## config.mk

```make
export PLATFORM = sky130hd
export DESIGN_NAME = uart_frame_loader
export DESIGN_NICKNAME = d
export VERILOG_FILES = /design/src/rtl/uart_loader_pkg.sv /design/src/rtl/uart_byte_ack.sv /design/src/rtl/uart_frame_loader.sv
export SDC_FILE = /design/constraint.sdc
export NUM_CORES = 1
export LEC_CHECK = 0
export ABC_AREA = 1
export BUFFER_PORTS_ARGS = -buffer_cell sky130_fd_sc_hd__buf_2
export CAP_MARGIN = 20
export CORE_MARGIN = 2
export CORE_UTILIZATION = 48
export CTS_BUF_LIST = sky130_fd_sc_hd__clkbuf_16
export CTS_CLUSTER_DIAMETER = 100
export DETAILED_ROUTE_END_ITERATION = 16
export PLACE_DENSITY_LB_ADDON = 0.08
export SLEW_MARGIN = 20
export SYNTH_ARGS = -nofsm -noshare
export SYNTH_HDL_FRONTEND = slang
export SYNTH_SLANG_ARGS = --single-unit
```

## constraint.sdc

```tcl
create_clock -name clk -period 2.65 [get_ports clk]
set_input_delay 0.1325 -clock clk [delete_from_list [all_inputs] [get_ports clk]]
set_output_delay 0.1325 -clock clk [all_outputs]
set_load 0.01 [all_outputs]
```

## src/rtl/uart_loader_pkg.sv

```systemverilog
// Shared types for the UART frame loader: FSM state encoding and word geometry.
package uart_loader_pkg;

  localparam int unsigned BYTES_PER_WORD = 4;

  typedef enum logic [2:0] {
    IDLE,
    RECV,
    DRAIN,
    WRITE,
    CHECK,
    DONE
  } state_t;

endpackage

```

## src/rtl/uart_byte_ack.sv

```systemverilog
// UART rdy/rdy_clr handshake: takes one byte per rx_rdy assertion and blocks
// recapture until the receiver has dropped rx_rdy.
module uart_byte_ack (
  input  logic       clk,
  input  logic       rst,
  input  logic       accept,
  input  logic       rx_rdy,
  input  logic [7:0] rx_dout,
  output logic       rx_rdy_clr,
  output logic       byte_valid,
  output logic [7:0] byte_data
);

  logic pending;

  // Capture is combinational so the owner consumes the byte in the cycle it is seen;
  // the acknowledge to the UART is registered.
  assign byte_valid = accept && rx_rdy && !pending;
  assign byte_data  = rx_dout;

  always_ff @(posedge clk or negedge rst) begin
    if (!rst) begin
      pending    <= 1'b0;
      rx_rdy_clr <= 1'b0;
    end else begin
      rx_rdy_clr <= byte_valid;
      if (byte_valid)
        pending <= 1'b1;
      else if (!rx_rdy)
        pending <= 1'b0;
    end
  end

endmodule

```

## src/rtl/uart_frame_loader.sv

```systemverilog
// Packs UART bytes into 32-bit words and writes one frame of WORDS words.
// Optional trailing checksum byte: define UART_FRAME_LOADER_CSUM_EN.
module uart_frame_loader
  import uart_loader_pkg::*;
#(
  parameter int unsigned WORDS       = 64,
  parameter int unsigned ADDR_W      = 6,
  parameter int unsigned TIMEOUT_CYC = 5000000
) (
  input  logic              clk,
  input  logic              rst,
  input  logic              start,
  input  logic              rx_rdy,
  input  logic [7:0]        rx_dout,
  output logic              rx_rdy_clr,
  output logic [ADDR_W-1:0] wraddress,
  output logic [31:0]       data,
  output logic              wren,
  output logic              busy,
  output logic              done,
  output logic              timeout,
  output logic              csum_err
);

  localparam int unsigned TW = $clog2(TIMEOUT_CYC + 1);

  state_t            state;
  logic [2:0]        byte_cnt;
  logic [ADDR_W-1:0] word_cnt;
  logic [TW-1:0]     timer;
  logic [31:0]       word;
  logic              accept;
  logic              byte_valid;
  logic [7:0]        byte_data;
  logic              timer_hit;

  // IDLE keeps accepting so stale bytes are acknowledged and dropped.
  assign accept    = (state == IDLE) || (state == RECV) || (state == CHECK);
  assign timer_hit = (timer == TW'(TIMEOUT_CYC - 1));

  uart_byte_ack u_ack (
    .clk        (clk),
    .rst        (rst),
    .accept     (accept),
    .rx_rdy     (rx_rdy),
    .rx_dout    (rx_dout),
    .rx_rdy_clr (rx_rdy_clr),
    .byte_valid (byte_valid),
    .byte_data  (byte_data)
  );

`ifdef UART_FRAME_LOADER_CSUM_EN
  logic [7:0] sum;
`else
  assign csum_err = 1'b0;
`endif

  always_ff @(posedge clk or negedge rst) begin
    if (!rst) begin
      state     <= IDLE;
      byte_cnt  <= '0;
      word_cnt  <= '0;
      timer     <= '0;
      word      <= '0;
      wraddress <= '0;
      data      <= '0;
      wren      <= 1'b0;
      busy      <= 1'b0;
      done      <= 1'b0;
      timeout   <= 1'b0;
`ifdef UART_FRAME_LOADER_CSUM_EN
      sum       <= '0;
      csum_err  <= 1'b0;
`endif
    end else begin
      wren    <= 1'b0;
      done    <= 1'b0;
      timeout <= 1'b0;
      case (state)
        IDLE: begin
          if (start) begin
            state    <= RECV;
            busy     <= 1'b1;
            word_cnt <= '0;
            byte_cnt <= '0;
            timer    <= '0;
`ifdef UART_FRAME_LOADER_CSUM_EN
            sum      <= '0;
            csum_err <= 1'b0;
`endif
          end
        end
        RECV: begin
          if (byte_valid) begin
            word     <= {word[23:0], byte_data};
            byte_cnt <= byte_cnt + 1'b1;
            timer    <= '0;
            state    <= DRAIN;
`ifdef UART_FRAME_LOADER_CSUM_EN
            sum      <= sum + byte_data;
`endif
          end else if (timer_hit) begin
            timeout <= 1'b1;
            busy    <= 1'b0;
            state   <= IDLE;
          end else begin
            timer <= timer + 1'b1;
          end
        end
        DRAIN: begin
          if (!rx_rdy)
            state <= (byte_cnt == 3'(BYTES_PER_WORD)) ? WRITE : RECV;
        end
        WRITE: begin
          wren      <= 1'b1;
          wraddress <= word_cnt;
          data      <= word;
          byte_cnt  <= '0;
          if (word_cnt == ADDR_W'(WORDS - 1)) begin
`ifdef UART_FRAME_LOADER_CSUM_EN
            state <= CHECK;
`else
            state <= DONE;
`endif
          end else begin
            word_cnt <= word_cnt + 1'b1;
            state    <= RECV;
          end
        end
`ifdef UART_FRAME_LOADER_CSUM_EN
        CHECK: begin
          if (byte_valid) begin
            csum_err <= (byte_data != sum);
            timer    <= '0;
            state    <= DONE;
          end else if (timer_hit) begin
            timeout <= 1'b1;
            busy    <= 1'b0;
            state   <= IDLE;
          end else begin
            timer <= timer + 1'b1;
          end
        end
`endif
        DONE: begin
          done  <= 1'b1;
          busy  <= 1'b0;
          state <= IDLE;
        end
        default: state <= IDLE;
      endcase
    end
  end

endmodule
```

# Word level (Yosys, flattened, before mapping)
# Index checks and enable logic that the tools add are counted.
# word_totals
out_inout_bits	44
inputBits	12
register_bits	111
# classes
n_eq_ne	17
reduce_logical	16
mux	28
n_addsub	3
# ops
cell	count
$mux 23	3
$pmux 23 s2	1
$add 23x1->23 const B	1
$eq 23x23->1 const B	1
$mux 3	7
$mux 6	2
$pmux 3 s4	1
$pmux 6 s2	1
$reduce_and 3->1	4
$mux 1	10
$ne 2x2->1 const B	5
$eq 3x3->1 const B	3
$pmux 3 s3	1
$add 6x1->6 const B	1
$eq 3x2->1 const B	2
$eq 6x6->1 const B	1
$ne 3x2->1 const B	2
$reduce_bool 3->1	2
$ne 2x1->1 const B	2
$reduce_and 4->1	1
$reduce_bool 2->1	2
$add 3x1->3 const B	1
$eq 3x1->1 const B	1
$logic_not 3->1	1
other kinds (6)	8

# Logic depth before layout (Yosys ltp)
# Gate-level depths: netlist (run 1).
# depth
ltp_word	7
ltp_mapped	11

# Modules after synthesis
# From an unflattened synthesis (run 1), not the netlist that was laid out.
# hier_totals
cells_unflattened	631
area_unflattened_um2	5126.2
# by_module_without_submodules
module	area_each_um2	cells_each	n_inst
uart_frame_loader	4998.5	617	1
uart_byte_ack	127.6	14	1

# Worst setup path after synthesis (run 1)
# OpenSTA, ideal clock, no wires.
# synth_path
path_kind	flip-flop to flip-flop
start	reg timer[0]
end	reg timer[8]
arrival_time_ns	1.505
setup_slack_ns	1.023
period_less_slack_ns	1.627
stages_incl_launch_ff	11
setup_time_ns	0.121
path_buffers	2
cell_sequence	dfrtp_1 ha_1 nand3_4 clkinv_2 nand2_2 nor2_4 nand3_4 nand2_2 buf_6 buf_8 o21ai_1
# synth_via
elab_chain_cells	4
word_cells_on_any_way	7
cone_classes	add/sub (1); eq/ne (2); mux (3); reduce/logical (1)
# synth_lines
element	line	source
start: declaration	uart_frame_loader.sv:30	logic [TW-1:0] timer;
start signal: assignment	uart_frame_loader.sv:107	timer <= timer + 1'b1;
$add 23x1->23	uart_frame_loader.sv:107	
$mux 23	uart_frame_loader.sv:102	end else if (timer_hit) begin
$mux 23	uart_frame_loader.sv:94	if (byte_valid) begin
$pmux 23 s2	uart_frame_loader.sv:79	case (state)
# Parallel ways exist; a longest one is shown, timed or not. The select of a mux whose other input is x is not followed.
# A chain may end at the register's enable or synchronous reset.

# Final worst setup path (run 1)
# layout_path
start	reg timer[0]
end	reg timer[9]
# Same word-level chain as after synthesis.

==> results.md, run 1 <==
* Status: complete, no violations
* Worst reg2reg path depth at 8
* Syn avg cell area at 8.17 µm²
* Setup Viol. Count Final at 0
* #FFs+latches synth at 111
* # Post-CTS Setup Buffers at 0
* Number of max-cap violations at 0
* PnR Total Power at 5900 µW
* Via/cell ratio at 5.09
* Final hold vios at 0
* Least-Margin Pin Slew at 0.623 ns
* Worst IR drop on VDD at 0.000547 V
* Vias post-DR at 4164
* Most Crowded Layer GR: met2
* GR met2 Demand/Resource at 0.333
* Critical Path Fanout Max at 29
* I/O Pins at 56
* Crit Path Category: flop to flop
* Clk Latency, worst-skew pair at 0.34 ns
* Post-synthesis simple-gate area fraction at 0.270
* Final Skew at between 0.007 and 0.008 ns
* CTS clk-pin slew, worst paths at 0.08 ns
* CP endpoint kind: flop
* Clock tree from TritonCTS: built
* Hold Path Stages at 3
* HPWL after DPL at 7970 µm
* Net Count, Synth at 643
* Initial antenna violation count at 0
* Number of synthesized flops with an enable pin at 0
* CTS max path bufs at 2
* Sum Neg Setup Slack at 0 ns
* Fin util at 0.566
* Width of the die at roughly 110 µm
* ANT cells at 0
* Clk sinks at approximately 110
* Largest family of logic cells by synthesized area: simple AND/OR/NAND/NOR gates
* Fill count at between 900 and 1000
* Global-route wire length before repair at 19200 µm
* Static Leak at 0.00295 µW
* Post-DRT Antenna Nets at 0
* CP Launch Type: flop
* H-Tree Level Count at 3
* Core region area at 10300 µm²
* Hold WC Path Type: primary input to flop
* Compound-Gate Fraction of Synth Area at 0.0947
* Async SR Flop Fraction at 1.00
* Slew HR at 0.585
* Ys flop type: dfrtp_1
* RSZ-0062 raised after global routing: false
* GRT Util Overall at 0.212
* Sequential cell area fraction in the yosys report at 0.542
* Met1 usage at 0.301
* DRC at 0
* CTS Buf Count at 9
* Number of global-route vias before repair at 3995
* Routability-driven placement congestion ratio at 0.919
* Layout cell share with drive strength beyond 1 at 0.139
* Cell Area, Synth at 5120 µm²
* Iteration-0 DRC Markers at roughly 350
* P&R area growth vs syn at 14.1%
* Most frequent cells in the layout: 197 x nand2_1, 111 x dfrtp_1, 70 x o21ai_0, 65 x inv_1, 53 x buf_2
* # rows at 37
* Mux cell area share after synthesis at 0
* Root Driver: clkbuf_16
* Grt met3 use at 0.0400
* Worst Path Arrival at 2.25 ns
* Syn Inst Count at 627
* Pwr Density at 1010 nW/µm²
* Port Buf Inserts at 54
* Max frequency at just under 0.5 GHz
* Full die area at 11500 µm²
* Die height at 107 µm
* Final #Nets at 693
* Worst EP required at 2.85 ns
* Total gr overflow at 0
* Xor and xnor area share after synthesis at 0.00684
* Cell variety after synth at 33
* Adder-Cell Fraction of Synth Area at 0.00977
* Most common cell after layout, fill and taps aside: nand2_1
* Final wirelength at 11300 µm
* Starting Density at 0.496
* Fin crit share at 0.773
* Tmin final at 2.05 ns
* YS warnings at 0
* Detailed Routing Iterations Pass 1 at 5
* Fin. max-slew vios at 0
* Wire length per cell at roughly 14 µm
* Largest net degree at the start of global routing at 70
stage by stage:
step           hold WS [ns]  setup WS [ns]  instances  instance area (µm²)
3_5_place_dp          0.174          0.595        801                 5520
3_3_place_gp          0.166          0.701        801                 5520
6_report             0.0269          0.601        818                 5850
5_1_grt              0.0334          0.366        818                 5850
4_1_cts              0.0213          0.583        818                 5850
2_1_floorplan        -0.163           1.02        627                 5120
final timing paths:
check | from | endpoint | slack (ns)
worst max-delay path | timer[0]$_DFFE_PN0P_ | timer[9]$_DFFE_PN0P_ | 0.60
worst min-delay path | rx_dout[6] | word[6]$_DFFE_PN0P_ | 0.03
worst max register to register | timer[0]$_DFFE_PN0P_ | timer[9]$_DFFE_PN0P_ | 0.60
worst min register to register | word[24]$_DFFE_PN0P_ | data[24]$_DFFE_PN0N_ | 0.47
max in group asynchronous | rst | data[11]$_DFFE_PN0N_ | 1.56
min in group asynchronous | rst | timer[18]$_DFFE_PN0P_ | 0.33
sequential cells by signal, indices dropped and copies added (netlist names), 3 cells and up:
name,cells
data,32
word,32
timer,23
word_cnt,6
wraddress,6
byte_cnt,3
state,3
layout make-up:
| cell class | instances | area [µm²] | share of cell area |
|---|---|---|---|
| timing repair buffer | 60 | 345 | 0.0591 |
| clock buffer | 9 | 225 | 0.0385 |
| tap | 136 | 170 | 0.0291 |
| inverter | 72 | 272 | 0.0464 |
| clock inverter | 7 | 96.3 | 0.0165 |
| multi-input combinational | 423 | 1960 | 0.335 |
| sequential | 111 | 2780 | 0.475 |
repair_timing:
action                                 4_1_cts  5_1_grt
endpoints found under the hold margin       43        0
hold buffers                                 1        0
gates resized for setup                      0        0
synth_stat cells, drive strengths merged (2+ instances only):
cell	n	area, µm²
nand3	39	230
clkbuf	9	33.8
nor2	55	229
or2	3	18.8
nand2	201	762
and2	2	12.5
dfrtp	111	2780
o21ai	75	375
ha	4	50.1
o21bai	3	22.5
a21oi	11	55.1
buf	12	82.6
xor2	4	35.0
nand4	17	106
nor3	2	10.0
nand3b	2	15.0
inv	71	267
kinds of logic after synthesis:
| group | count (synthesis) |
|---|---|
| and+or+nand+nor | 321 |
| buffers and inverters | 93 |
| DFF | 111 |
| adders and majority gates | 4 |
| xor gates and xnor gates | 4 |
| AOI/OAI and AO/OA | 93 |
| other | 1 |
worst max-delay path, stage by stage (launching register included):
cell      delay [ns]
dfrtp_1         0.46
ha_1            0.33
nand3_4         0.12
clkinv_2        0.11
nand2_2         0.07
nor2_4          0.14
nand3_4         0.09
nand2_2         0.40
o21ai_0         0.17
routing by layer:
metal	wire length (µm)	up-vias
met3	523	13
met4	125	0
li1	-	2096
met5	0	-
met1	5560	1957
met2	5120	98
where the power goes:
group | leakage [µW] | switching [µW] | total, µW | internal (µW)
Sequential | 0.00144 | 309 | 2560 | 2250
Clock | 0.000161 | 623 | 1460 | 835
Combinational | 0.00136 | 1260 | 1890 | 630
Total | 0.00295 | 2190 | 5900 | 3720
No activity file was read; power rests on OpenSTA's default activity.
==> inputs of run 2 (changes only) <==
==> constraint.sdc (replaced) <==
create_clock -name clk -period 1.72 [get_ports clk]
set_input_delay 0.086 -clock clk [delete_from_list [all_inputs] [get_ports clk]]
set_output_delay 0.086 -clock clk [all_outputs]
set_load 0.01 [all_outputs]
==> results.md, run 2 (synthesis results as in run 1) <==
* Status: complete, no violations
* Global-route wire length before repair at 19900 µm
* P&R area growth vs syn at 20.6%
* Final hold slack at 0.0714 ns
* Largest net degree at the start of global routing at 70
* Static Leak at 0.00312 µW
* Number of max-cap violations at 0
* Placed Cells incl. Taps at slightly above 800
* HPWL after DPL at 8550 µm
* Vias post-DR at 4292
* ANT cells at 0
* Full die area at 11500 µm²
* # rows at 37
* Sum Neg Setup Slack at 0 ns
* Fill count at 937
* Routability-driven placement congestion ratio at 0.961
* Post-DRT Antenna Nets at 0
* GRT Util Overall at 0.223
* PnR Total Power at 9330 µW
* Most common cell after layout, fill and taps aside: nand2_1
* CP Launch Type: flop
* CP endpoint kind: flop
* Hold WC Path Type: primary input to flop
* Final hold vios at 0
* Final Skew at 0.00773 ns
* Clock tree from TritonCTS: built
* Detailed Routing Iterations Pass 1 at 7
* CTS max path bufs at 2
* CTS clk-pin slew, worst paths at 0.07 ns
* Layout cell share with drive strength beyond 1 at 0.179
* Width of the die at 107 µm
* Setup Viol. Count Final at 0
* Crit-path cells: nor2_2 -> nand2_1 -> o21ai_0 -> nand2_1 -> nor2_4 -> inv_2 -> a21oi_1 -> a21oi_1
* Final #Nets at about 730
* Die height at 107 µm
* Tmin final at 1.59 ns
* Via/cell ratio at 5.04
* Core region area at 10300 µm²
* Max frequency at 0.630 GHz
* Critical Path Fanout Max at 8
* Clk Latency, worst-skew pair at 0.35 ns
* I/O Pins at 56
* H-Tree Level Count at 3
* Clk sinks at approximately 110
* DRC at 0
* Slowest stage cell, crit path: dfrtp_1
* Worst EP required at 1.96 ns
* Fin. max-slew vios at 0
* Starting Density at 0.496
* Final wirelength at 12000 µm
* CTS Buf Count at 9
* Most frequent cells in the layout: 197 x nand2_1, 110 x dfrtp_1, 70 x o21ai_0, 64 x inv_1, 53 x buf_2
* Top flop regs: data: 32 flops, word: 32 flops, timer: 23 flops
* Final cell count without fillers at approximately 850
* Number of global-route vias before repair at between 4000 and 5000
* Fin crit share at 0.923
* Total gr overflow at 0
* Pwr Density at 1510 nW/µm²
* Iteration-0 DRC Markers at 308
* Crit Path Category: flop to flop
* Root Driver: clkbuf_16
* Port Buf Inserts at 54
* Worst IR drop on VDD at roughly 0.00085 V
* Worst Path Arrival at 1.82 ns
* CP peak stage delay at 0.47 ns
* Initial antenna violation count at 0
* RSZ-0062 raised after global routing: false
* Wire length per cell at about 14 µm
-- run 2: changes by cell type in the layout (fill, tap and decap cells not counted), sizes merged --
cell	delta
buf	+25
clkinv	+1
dlygate4sd3	+8
inv	-1
-- run 2: final timing paths --
check | startpoint | end | slack, ns | cells past startpoint
min reg2reg | busy$_DFFE_PN0P_ | busy$_DFFE_PN0P_ | 0.47 | 2
min in group asynchronous | rst | timer[8]$_DFFE_PN0P_ | 0.24 | 2
max | state[2]$_DFFE_PN0P_ | word_cnt[4]$_DFFE_PN0P_ | 0.13 | 8
min | rx_rdy | u_ack.pending$_DFFE_PN0P_ | 0.07 | 3
max in group asynchronous | rst | word[22]$_DFFE_PN0P_ | 0.88 | 3
max reg2reg | state[2]$_DFFE_PN0P_ | word_cnt[4]$_DFFE_PN0P_ | 0.13 | 8
-- run 2: report_power, final --
part	internal (µW)	leakage, µW	switching (µW)
sequential	3470	0.00143	476
clock	1280	0.000160	946
combinational	1160	0.00153	2000
-- run 2: metrics by stage --
stage	instance area (µm²)	utilization	worst slack, ns
after floorplan	5120	-	0.0932
after global routing	6180	0.599	0.0199
after CTS	6140	0.594	0.0268
final	6180	0.599	0.132
after detailed placement	5730	0.555	0.0460
after global placement	5730	0.555	0.0855
-- run 2: layout make-up --
type                    count  area (µm²)  area share
multi-input cells         423        1990       0.322
repair buffers             93         651       0.105
clock inverters             7        96.3      0.0156
inverters                  72         272      0.0439
well taps                 136         170      0.0275
clock buffers               9         225      0.0364
flip-flops and latches    111        2780       0.450
-- run 2: what timing repair did --
item | CTS | global route
resized for setup | 0 | 9
hold buffers | 9 | 0
buffers inserted | 0 | 2
endpoints found under the hold margin | 39 | 0
endpoints found under the setup margin | 0 | 21
-- run 2: routing by layer --
| layer | part of all wire | vias up | global-route usage |
|---|---|---|---|
| met5 | 0 | - | 0 |
| met4 | 0.013 | 0 | 0.0677 |
| met3 | 0.056 | 14 | 0.0400 |
| met2 | 0.45 | 117 | 0.344 |
| met1 | 0.48 | 2003 | 0.321 |
| li1 | - | 2158 | - |
-- run 2: worst max-delay path, delay by kind of cell (launching register included) --
kind / cells / cell delay, ns
buf+inv: 1 / 0.07
compound gates: 3 / 0.29
simple gates: 4 / 0.64
flops: 1 / 0.47
==> inputs of run 3 (changes only) <==
--- a/config.mk
+++ b/config.mk
@@ -13,7 +13,7 @@
 export CTS_BUF_LIST = sky130_fd_sc_hd__clkbuf_16
 export CTS_CLUSTER_DIAMETER = 100
 export DETAILED_ROUTE_END_ITERATION = 16
-export PLACE_DENSITY_LB_ADDON = 0.08
+export PLACE_DENSITY_LB_ADDON = 0.1
 export SLEW_MARGIN = 20
 export SYNTH_ARGS = -nofsm -noshare
 export SYNTH_HDL_FRONTEND = slang
==> results.md, run 3 (synthesis results as in run 1) <==
* Fin crit share at 0.939
* Routability-driven placement congestion ratio at 0.998
* Clk Latency, worst-skew pair at 0.34 ns
* HPWL after DPL at 7740 µm
* Largest net degree at the start of global routing at 70
* Static Leak at 0.00303 µW
* Via/cell ratio at 5.00
* Width of the die at 107 µm
* ANT cells at 0
* Core region area at 10300 µm²
* Post-DRT Antenna Nets at 0
* Max frequency at 0.619 GHz
* Register area at 2780 µm²
* Vias post-DR at around 4200
* Fill count at around 930
* Switch Pwr at ~3400 µW
* Most common cell after layout, fill and taps aside: nand2_1
* Final wirelength at 11000 µm
* Critical Path Fanout Max at 5
* CTS max path bufs at 2
* Port Buf Inserts at 54
* Final Skew at 0.00944 ns
* Starting Density at 0.496
* Crit-path cells: nand2_1 -> nor2_1 -> nand2_1 -> nor2_1 -> nand3_1 -> nand3_1 -> nand2_1
* Most frequent cells in the layout: 197 x nand2_1, 111 x dfrtp_1, 70 x o21ai_0, 63 x inv_1, 53 x buf_2
* Fin. max-slew vios at 0
* Critical Path Sink: timer[19]$_DFFE_PN0P_
* Iteration-0 DRC Markers at 284
* Worst IR drop on VDD at 0.000874 V
* Worst Path Arrival at 1.85 ns
* DRC at 0
* Flop pwr share at 0.439
* R2r endpoint: timer[19]$_DFFE_PN0P_
* Global-route wire length before repair at 19000 µm
* CP Launch Type: flop
* Crit Path Category: flop to flop
* CP peak stage delay at 0.47 ns
* # rows at 37
* Pwr Density at 1490 nW/µm²
* Tmin final at 1.62 ns
* H-Tree Level Count at 3
* Hold WC Path Type: primary input to flop
* Clk sinks at 111
* GRT Util Overall at 0.208
* Number of max-cap violations at 0
* Sum Neg Setup Slack at 0 ns
* Clock tree from TritonCTS: built
* Wire length per cell at 13.2 µm
* Detailed Routing Iterations Pass 1 at 4
* Reg-to-Reg Start: timer[3]$_DFFE_PN0P_
* Clock power frac at 0.218
* Layout cell share with drive strength beyond 1 at 0.159
* Final #Nets at 711
* Number of global-route vias before repair at 3980
* I/O Pins at 56
* P&R area growth vs syn at 17.3%
* CP endpoint kind: flop
* Initial antenna violation count at 0
* Net Sw Frac at 0.375
* Placed Cells incl. Taps at 811
* Full die area at roughly 12000 µm²
* Final cell count without fillers at 836
* Die height at roughly 110 µm
* CTS clk-pin slew, worst paths at 0.07 ns
* Setup Viol. Count Final at 0
* Int Power at 5590 µW
* Reg2Reg Setup Slack at 0.10 ns
* Top flop regs: data: 32 flops, word: 32 flops, timer: 23 flops
* Root Driver: clkbuf_16
* Slowest stage cell, crit path: dfrtp_1
* Cell mode on critical path: nand2_1
* Worst EP required at 1.95 ns
* Total gr overflow at 0
* Comb power frac at 0.343
* Final hold vios at 0
* Status: complete, no violations
* Worst reg2reg path depth at 7
* Critical path origin: timer[3]$_DFFE_PN0P_
* Multi-input logic area at a little under 2000 µm²
* CTS Buf Count at 9
## run 3: what timing repair did
item,in CTS,in global routing
hold buffers,8,0
pin swaps,0,2
gates resized for setup,1,5
buffers inserted,0,1
endpoints found under the setup margin,8,23
endpoints found under the hold margin,118,0
## run 3: power by group through the flow
stage / Clock (µW) / Sequential (µW) / Combinational, µW
detailed placement: 0 / 3970 / 3090
global route: 2120 / 4040 / 3540
floorplan: 0 / 4120 / 1780
finish: 1950 / 3930 / 3070
global placement: 0 / 3960 / 3040
CTS: 2000 / 3930 / 3120
## run 3: worst max-delay path, delay by kind of cell, from the launching register on
kind	cells	cell delay, ns
AND/OR/NAND/NOR	7	1.03
flip-flops	1	0.47
## run 3: final cells by class
| cell class | instances | area share |
|---|---|---|
| clock inverters | 7 | 0.00791 |
| inverters | 72 | 0.0452 |
| multi-input cells | 423 | 0.330 |
| clock buffers | 9 | 0.0375 |
| flip-flops and latches | 111 | 0.462 |
| well taps | 136 | 0.0283 |
| repair buffers | 78 | 0.0891 |
## run 3: worst min path at each step
stage / startpoint / to / cells past startpoint
after floorplan: rst / busy$_DFFE_PN0P_ / 0
after global placement: rst / timer[15]$_DFFE_PN0P_ / 1
after detailed placement: rst / timer[15]$_DFFE_PN0P_ / 1
after CTS: rx_dout[2] / word[2]$_DFFE_PN0P_ / 3
after global routing: rx_dout[2] / word[2]$_DFFE_PN0P_ / 3
final: rx_dout[2] / word[2]$_DFFE_PN0P_ / 3
## run 3: layer usage
metal / wire (µm) / share of wire / vias up / track usage
met5: 0 / 0 / - / 0
met2: 4920 / 0.45 / 95 / 0.310
met3: 537 / 0.049 / 13 / 0.0581
met1: 5400 / 0.49 / 1939 / 0.300
li1: - / - / 2130 / -
met4: 176 / 0.016 / 0 / 0.0547
## run 3: per-stage QoR
step | utilization | total power (µW) | instance area [µm²] | worst slack, ns | hold slack (ns)
2_1_floorplan | - | 5900 | 5120 | 0.0932 | -0.210
3_3_place_gp | 0.545 | 7000 | 5630 | 0.0752 | -0.0574
3_5_place_dp | 0.545 | 7070 | 5630 | -0.00635 | -0.0550
4_1_cts | 0.580 | 9060 | 5980 | 0.0235 | 0.0109
5_1_grt | 0.582 | 9710 | 6010 | -0.00661 | 0.0140
6_report | 0.582 | 8940 | 6010 | 0.105 | 0.0160
